**src/rtl/mem_rr_arbiter_pkg.sv**
```systemverilog
// Shared types and helpers for the round-robin memory arbiter.
package mem_rr_arbiter_pkg;

  localparam int unsigned ADDR_W = 32;
  localparam int unsigned DATA_W = 32;
  localparam int unsigned STRB_W = 4;

  typedef enum logic [1:0] {
    ST_IDLE = 2'd0,
    ST_REQ  = 2'd1,
    ST_RESP = 2'd2
  } arb_state_e;

  // One latched downstream request
  typedef struct packed {
    logic [ADDR_W-1:0] addr;
    logic [DATA_W-1:0] wdata;
    logic [STRB_W-1:0] wstrb;
  } mem_req_t;

  // Index width for n requesters, never below 1 bit
  function automatic int unsigned idx_width(input int unsigned n);
    int unsigned w;
    w = 1;
    while ((32'd1 << w) < n) w = w + 1;
    return w;
  endfunction

endpackage

```
**src/rtl/mem_rr_arbiter_rr_pick.sv**
```systemverilog
// Combinational rotating-priority encoder: first set req bit at or after start, wrapping.
module mem_rr_arbiter_rr_pick
  import mem_rr_arbiter_pkg::*;
#(
  parameter  int unsigned N     = 2,
  localparam int unsigned IDX_W = idx_width(N)
) (
  input  logic [N-1:0]     req,
  input  logic [IDX_W-1:0] start,
  output logic             any,
  output logic [IDX_W-1:0] idx
);

  logic [2*N-1:0] req_dbl;
  logic [N-1:0]   req_rot;

  // Rotate requests so start lands on bit 0, then take the lowest set bit
  always_comb begin
    req_dbl = {req, req};
    req_rot = N'(req_dbl >> start);
    any     = |req;
    idx     = '0;
    for (int i = N - 1; i >= 0; i--) begin
      if (req_rot[i]) idx = IDX_W'((32'(start) + 32'(i)) % N);
    end
  end

endmodule

```
**src/rtl/mem_rr_arbiter.sv**
```systemverilog
// Round-robin arbiter: N picorv32 native memory ports onto one shared memory/IO port.
module mem_rr_arbiter
  import mem_rr_arbiter_pkg::*;
#(
  parameter  int unsigned N_CORES = 2,
  localparam int unsigned IDX_W   = idx_width(N_CORES)
) (
  input  logic                    clk,
  input  logic                    reset,
  input  logic [N_CORES-1:0]      core_valid,
  input  logic [32*N_CORES-1:0]   core_addr,
  input  logic [32*N_CORES-1:0]   core_wdata,
  input  logic [4*N_CORES-1:0]    core_wstrb,
  output logic [N_CORES-1:0]      core_ready,
  output logic [32*N_CORES-1:0]   core_rdata,
  output logic                    mem_valid,
  output logic [31:0]             mem_addr,
  output logic [31:0]             mem_wdata,
  output logic [3:0]              mem_wstrb,
  input  logic                    mem_ready,
  input  logic [31:0]             mem_rdata,
  output logic [IDX_W-1:0]        grant_idx
);

  arb_state_e       state;
  logic [IDX_W-1:0] rr_ptr;
  mem_req_t         req_q;
  mem_req_t         pick_req_c;
  logic             pick_any_c;
  logic [IDX_W-1:0] pick_idx_c;
  logic [IDX_W-1:0] rr_next_c;

  mem_rr_arbiter_rr_pick #(.N(N_CORES)) u_pick (
    .req   (core_valid),
    .start (rr_ptr),
    .any   (pick_any_c),
    .idx   (pick_idx_c)
  );

  // Select the picked core's request fields
  always_comb begin
    pick_req_c = '0;
    for (int k = 0; k < int'(N_CORES); k++) begin
      if (pick_idx_c == IDX_W'(k)) begin
        pick_req_c.addr  = core_addr[32*k +: 32];
        pick_req_c.wdata = core_wdata[32*k +: 32];
        pick_req_c.wstrb = core_wstrb[4*k +: 4];
      end
    end
  end

  // Priority moves to the core after the one just served
  always_comb begin
    rr_next_c = IDX_W'((32'(grant_idx) + 32'd1) % N_CORES);
  end

  assign mem_addr  = req_q.addr;
  assign mem_wdata = req_q.wdata;
  assign mem_wstrb = req_q.wstrb;

  // Arbitration FSM with registered request, response and grant state
  always_ff @(posedge clk) begin
    if (reset) begin
      state      <= ST_IDLE;
      rr_ptr     <= '0;
      grant_idx  <= '0;
      req_q      <= '0;
      mem_valid  <= 1'b0;
      core_ready <= '0;
      core_rdata <= '0;
    end else begin
      case (state)
        ST_IDLE: begin
          if (pick_any_c) begin
            req_q     <= pick_req_c;
            grant_idx <= pick_idx_c;
            mem_valid <= 1'b1;
            state     <= ST_REQ;
          end
        end
        ST_REQ: begin
          if (mem_ready) begin
            mem_valid  <= 1'b0;
            core_ready <= N_CORES'(1) << grant_idx;
            for (int k = 0; k < int'(N_CORES); k++) begin
              if (grant_idx == IDX_W'(k) && req_q.wstrb == '0)
                core_rdata[32*k +: 32] <= mem_rdata;
            end
            state <= ST_RESP;
          end
        end
        ST_RESP: begin
          // Served core sees ready here and drops valid before the next scan
          core_ready <= '0;
          rr_ptr     <= rr_next_c;
          state      <= ST_IDLE;
        end
        default: state <= ST_IDLE;
      endcase
    end
  end

endmodule

```
**config.mk**
```make
export PLATFORM = sky130hd
export DESIGN_NAME = mem_rr_arbiter
export DESIGN_NICKNAME = d
export VERILOG_FILES = /design/src/rtl/mem_rr_arbiter_pkg.sv /design/src/rtl/mem_rr_arbiter_rr_pick.sv /design/src/rtl/mem_rr_arbiter.sv
export SDC_FILE = /design/constraint.sdc
export NUM_CORES = 1
export LEC_CHECK = 0
export BUFFER_PORTS_ARGS = -buffer_cell sky130_fd_sc_hd__clkbuf_2
export CAP_MARGIN = 10
export CORE_AREA = 3 3 118 120
export DETAILED_ROUTE_END_ITERATION = 16
export DIE_AREA = 0 0 121 123
export GPL_ROUTABILITY_DRIVEN = 0
export PLACE_DENSITY = 0.84
export RECOVER_POWER = 25
export SLEW_MARGIN = 20
export SYNTH_ARGS = -nofsm -noshare
export SYNTH_HDL_FRONTEND = slang
export SYNTH_SLANG_ARGS = --single-unit
```
**constraint.sdc**
```tcl
create_clock -name clk -period 3.1 [get_ports clk]
set_input_delay 0.155 -clock clk [delete_from_list [all_inputs] [get_ports clk]]
set_output_delay 0.155 -clock clk [all_outputs]
set_load 0.005 [all_outputs]
```
==> flow_summary.yaml, run 1 <==
global_routing:
  grt_max_degree: 72
  gr-usage-met2: 0.506
  busiest_layer: "met2"
  grt_overflow: 0
  grt_pass1_wl_mm: 36.4
  first_global_vias: 7148
  met1_usage: 0.364
  grtUsageTotal: 0.306
  grt_util_met3: 0.0810
  antenna_found_initial: 1
floorplan:
  ioPinCount: 309
  dieArea_sq_um: 14900
  initial_core_util: 0.488
  core-area_sq_um: 13100
  dieHeight_um: 123
  rows: 42
  die-width_um: 121
critical_path:
  path_buf_inv: 2
  worst_path_largest_cell_delay_ns: 0.64
  path_class: "register to register"
  worstPathArrival_ns: 2.80
  crit_fanout: 46
  crit_path_end_kind: "register"
  crit_required_ns: 3.45
  cp_cell_sequence: "nand2b_2 -> buf_12 -> nand3_1 -> a311oi_1 -> dlygate4sd3_1"
  slowest_stage: "dlygate4sd3_1"
  start_kind: "register"
  critical_path.top_delay_family: "buffers and inverters"
synth:
  synth_cells: 767
  syn_area_sq_um: 6390
  yosys.area.top_type: "dfxtp_1"
  synth_xor_area_frac: 0
  yosys_warnings: 0
  synth-edff-count: 0
  synth_top_family_by_area: "compound AO/OA/AOI/OAI gates"
  yosysUniqueCellTypes: 31
  synth_ff_type: "dfxtp_1"
  ys_top_cells_by_count: "o21ai_0 (155), dfxtp_1 (139), a21oi_1 (104), clkbuf_1 (83), nand3_1 (71)"
  yosysSeqAreaShare: 0.436
  synthSimpleGateAreaFrac: 0.170
  syn-num-nets: 940
  avgSynthCellArea_sq_um: 8.33
  synthArstFlopShare: 0
  muxShareOfSynthArea: 0
  synth_compound_area_frac: 0.328
  synth_adder_area_share: 0
  yosysMostFrequentCell: "o21ai_0"
  netlist_top_cells_area: "dfxtp_1 (44%), o21ai_0 (12%), a21oi_1 (8.1%)"
  netlist.area_leader.share: 0.436
  ys_seq_elements: 139
timing:
  slew-limit-headroom: 0.311
  setup_ws_ns: 0.654
  setup_tns_ns: 0
  final_max_slew_viol_count: 0
  fin_skew_ns: 0.00927
  rsz0062_at_grt: "false"
  finalSetupViolCount: 0
  fmax_mhz: 409
  min_period_over_period: 0.789
  min_period_ns: 2.45
  max_slew.worst_pin.slew_ns: 1.03
  finalHoldViolCount: 0
layout:
  nNetsFinal: 1240
  stdcell_count: 1257
  drive_gt1_frac: 0.321
  area_growth_pct: 41.2
  final_area_sq_um: 9020
power_and_ir_drop:
  swShare: 0.283
  p_per_area_nw_per_um2: 552
  p_leak_nw: 3.65
  intPower_mw: 3.57
  p_seq_frac: 0.400
  p_sw_mw: 1.41
  power_frac_comb: 0.192
  ir_drop_mv: 0.348
  pwr-share-clk: 0.408
place:
  placed_area_sq_um: 7910
  port_buffers: 308
  place_hpwl_mm: 14.6
  dp_slack_ns: 0.984
  placed_cells_incl_taps: 1168
run:
  maxCapViolations: 0
route:
  drcViolationCount: 0
  drtIter0Drc: 814
  viasPerCell: 5.98
  wl_per_cell_um: 18.9
  wl_mm: 23.8
  vias: 7517
  ant_nets: 0
  firstDrtPassIters: 8
clocking:
  htreeDepth: 4
  numCtsBuffers: 17
  cts.sinks: 139
  cts_setup_buffers: 0
  clkTransAtPathRegs_ns: 0.06
  cts.repair.resized: 0
  root_buffer: "clkbuf_16"
  clock_latency_ns: 0.42
  cts_tree: "done"
  clockBufferDepth: 2
hold_path:
  hp-class: "input port to register"
run_status:
  outcome: "finished clean"
## power groups by stage
stage / sequential, mW / clock (mW) / combinational (mW)
finish: 1.99 / 2.03 / 0.956
global placement: 2.02 / 0 / 0.857
detailed placement: 2.02 / 0 / 0.865
CTS: 1.99 / 2.06 / 0.935
global route: 2.00 / 2.13 / 1.03
floorplan: 2.02 / 0 / 0.490
## per-stage QoR
stage                     total power, mW   util  hold WS (ns)
after CTS                            4.99  0.693     0.0000363
after floorplan                      2.51      -         0.301
after detailed placement             2.89  0.604         0.416
final                                4.98  0.689       0.00905
after global routing                 5.17  0.689        0.0140
after global placement               2.88  0.604         0.410
## worst min-delay path: cells and delay by family
kind	cells	cell delay (ns)
AOI/OAI and AO/OA	2	0.14
buffers and inverters	1	0.08
## layout by cell type (no fill, tap or decap), types with 5 or more instances in the layout
| master | n |
|---|---|
| a21oi_1 | 104 |
| a311oi_1 | 48 |
| a311oi_2 | 20 |
| buf_4 | 17 |
| clkbuf_1 | 41 |
| clkbuf_16 | 17 |
| clkbuf_2 | 266 |
| clkinvlp_4 | 5 |
| dfxtp_1 | 139 |
| dlygate4sd3_1 | 56 |
| nand2b_1 | 33 |
| nand3_1 | 71 |
| nand4_1 | 32 |
| nor2b_1 | 34 |
| o21ai_0 | 155 |
| o21ai_1 | 9 |
## cell families after synthesis
| logic type | count (synthesis) |
|---|---|
| AND/OR/NAND/NOR | 186 |
| flip-flops | 139 |
| AO/OA/AOI/OAI | 340 |
| buffers and inverters | 102 |
## final timing paths
| kind | start | end | slack, ns | cells past startpoint |
|---|---|---|---|---|
| setup / recovery | rr_ptr$_SDFFE_PP0P_ | mem_addr[0]$_SDFFE_PP0P_ | 0.65 | 5 |
| hold / removal | core_wdata[26] | mem_wdata[26]$_SDFFE_PP0P_ | 0.009 | 3 |
| setup reg to reg | rr_ptr$_SDFFE_PP0P_ | mem_addr[0]$_SDFFE_PP0P_ | 0.65 | 5 |
| hold reg to reg | mem_valid$_SDFFE_PP0P_ | mem_valid$_SDFFE_PP0P_ | 0.47 | 2 |
## repair_timing
action | CTS | global route
setup endpoints to repair | 0 | 0
hold endpoints to repair | 53 | 0
hold buffers | 56 | 0
## metal layers
layer  up-vias  wire (um)
li1       3457          -
met1      3493       8820
met2       465      11600
met3       102       2130
met4         0       1190
met5         -          0
## flip-flops by register name, summed over array words and instances (netlist names)
signal	count
state	2
mem_valid	1
core_rdata	64
rr_ptr	1
mem_wstrb	4
core_ready	2
grant_idx	1
mem_wdata	32
mem_addr	32
## cell type report
type	count	area (sq um)
Antenna cell	1	2.50
Clock buffer	21	480
Clock inverter	11	118
Fill cell	1006	4070
Inverter	1	3.75
Multi-Input combinational cell	526	3200
Sequential cell	139	2780
Tap cell	176	220
Timing Repair Buffer	382	2210
Power figures use the tool's default switching activity.
==> run 2: changes to the inputs <==
CORE_AREA = 3 3 121 123   (was 3 3 118 120)
DIE_AREA = 0 0 124 126   (was 0 0 121 123)
PLACE_DENSITY = 0.8   (was 0.84)
clock period = 2.3 ns   (was 3.1 ns; I/O delays follow)
==> run 2 against run 1 <==
Net effect: final cell count rose by 8.4%; worst hold slack got worse by 0.0022 ns; largest power group unchanged; cell area rose by 12%; via count rose by 13%; register-to-register slack got worse by 0.56 ns; largest cell class is now buffers; die area rose by 5.0%.
==> flow_summary.yaml, run 2 (same netlist as run 1, synthesis figures left out) <==
run_status:
  outcome: "finished clean"
route:
  viasPerCell: 6.25
  vias: 8512
  drtIter0Drc: 1009
  wl_mm: 28.6
  drcViolationCount: 0
  firstDrtPassIters: 6
  ant_nets: 0
  wl_per_cell_um: 21.0
critical_path:
  start_kind: "register"
  crit_fanout: 34
  path_class: "register to register"
  path_buf_inv: 2
  worstPathArrival_ns: 2.56
  crit_required_ns: 2.65
  cp_cell_sequence: "and2b_4 -> buf_4 -> o21ai_0 -> a311oi_2 -> dlygate4sd3_1"
  slowest_stage: "dlygate4sd3_1"
  crit_path_end_kind: "register"
  reg2reg_depth: 5
  worst_path_largest_cell_delay_ns: 0.60
  critical_path.top_delay_family: "buffers and inverters"
  worst-path-stages: 5
global_routing:
  grt_pass1_wl_mm: 43.9
  grtUsageTotal: 0.355
  grt_overflow: 0
  first_global_vias: 8256
  grt_max_degree: 74
  antenna_found_initial: 0
clocking:
  root_buffer: "clkbuf_16"
  cts.sinks: 139
  htreeDepth: 4
  cts_tree: "done"
  clock_latency_ns: 0.41
  clkTransAtPathRegs_ns: 0.06
  cts_setup_buffers: 0
  numCtsBuffers: 17
  clockBufferDepth: 2
layout:
  nNetsFinal: 1342
  drive_gt1_frac: 0.295
  largest_register_ffs: 64
  layout_commonest_cell: "clkbuf_2"
  stdcell_count: 1362
  antennaDiodeCount: 0
  area_growth_pct: 57.8
  largest-register: "core_rdata"
  final_cell_mix: "clkbuf_2 (265), o21ai_0 (155), dlygate4sd3_1 (154)"
timing:
  min_period_over_period: 0.958
  rsz0062_at_grt: "false"
  slew-limit-headroom: 0.474
  fin_skew_ns: 0.00834
  max_slew.worst_pin.slew_ns: 0.789
  fmax_mhz: 454
  finalSetupViolCount: 0
  setup_tns_ns: 0
  min_period_ns: 2.20
  finalHoldViolCount: 0
  final_max_slew_viol_count: 0
power_and_ir_drop:
  p_total_mw: 7.07
  p_per_area_nw_per_um2: 702
  ir_drop_mv: 0.467
  p_leak_nw: 4.12
floorplan:
  initial_core_util: 0.464
  die-width_um: 124
  core-area_sq_um: 13800
  ioPinCount: 309
  rows: 43
  dieArea_sq_um: 15600
  dieHeight_um: 126
place:
  placed_cells_incl_taps: 1176
  port_buffers: 308
  place_hpwl_mm: 14.6
run:
  maxCapViolations: 0
hold_path:
  hp-class: "input port to register"
  holdPathStages: 3
==> run 2: power breakdown <==
part	switching [mW]	total [mW]	internal [mW]
sequential	0.122	2.70	2.58
clock	1.06	2.85	1.79
combinational	0.861	1.52	0.662
total	2.05	7.07	5.03
==> run 2: worst paths after layout <==
check,from,endpoint,slack [ns]
worst max-delay path,rr_ptr$_SDFFE_PP0P_,mem_addr[28]$_SDFFE_PP0P_,0.1
worst min-delay path,core_addr[62],mem_addr[30]$_SDFFE_PP0P_,0.007
worst max register to register,rr_ptr$_SDFFE_PP0P_,mem_addr[28]$_SDFFE_PP0P_,0.1
worst min register to register,mem_valid$_SDFFE_PP0P_,mem_valid$_SDFFE_PP0P_,0.47
==> run 2: per-layer routing <==
metal,global-route usage,routed length (um),up-vias
li1,-,-,3663
met1,0.415,9980,3862
met2,0.569,13300,762
met3,0.0781,3010,225
met4,0.253,2330,0
met5,0,0,-
==> run 2: layout make-up <==
cell class              count  area (sq um)
flip-flops and latches    139          2780
repair buffers            484          3250
clock buffers              21           470
inverters                   1          3.75
multi-input cells         526          3200
fillers                  1015          3700
clock inverters            11           143
well taps                 180           225
==> run 2: worst min-delay path: cells and delay by family <==
kind | cells | cell delay [ns]
AOI/OAI and AO/OA | 1 | 0.09
buffers and inverters | 1 | 0.08
and+or+nand+nor | 1 | 0.08
==> run 2: what timing repair did <==
action                                  in CTS  in global routing
hold buffers                               154                  0
endpoints found under the setup margin       0                 18
resized for setup                            0                  3
endpoints found under the hold margin      128                  0
==> run 2: stage by stage <==
step,worst slack [ns],util,hold slack (ns),area (sq um)
finish,0.0968,0.732,0.00680,10100
global route,0.0103,0.732,0.0119,10100
CTS,0.103,0.735,0.0000299,10100
detailed placement,0.472,0.579,0.374,7970
global placement,0.506,0.579,0.365,7970
floorplan,0.733,-,0.261,6390
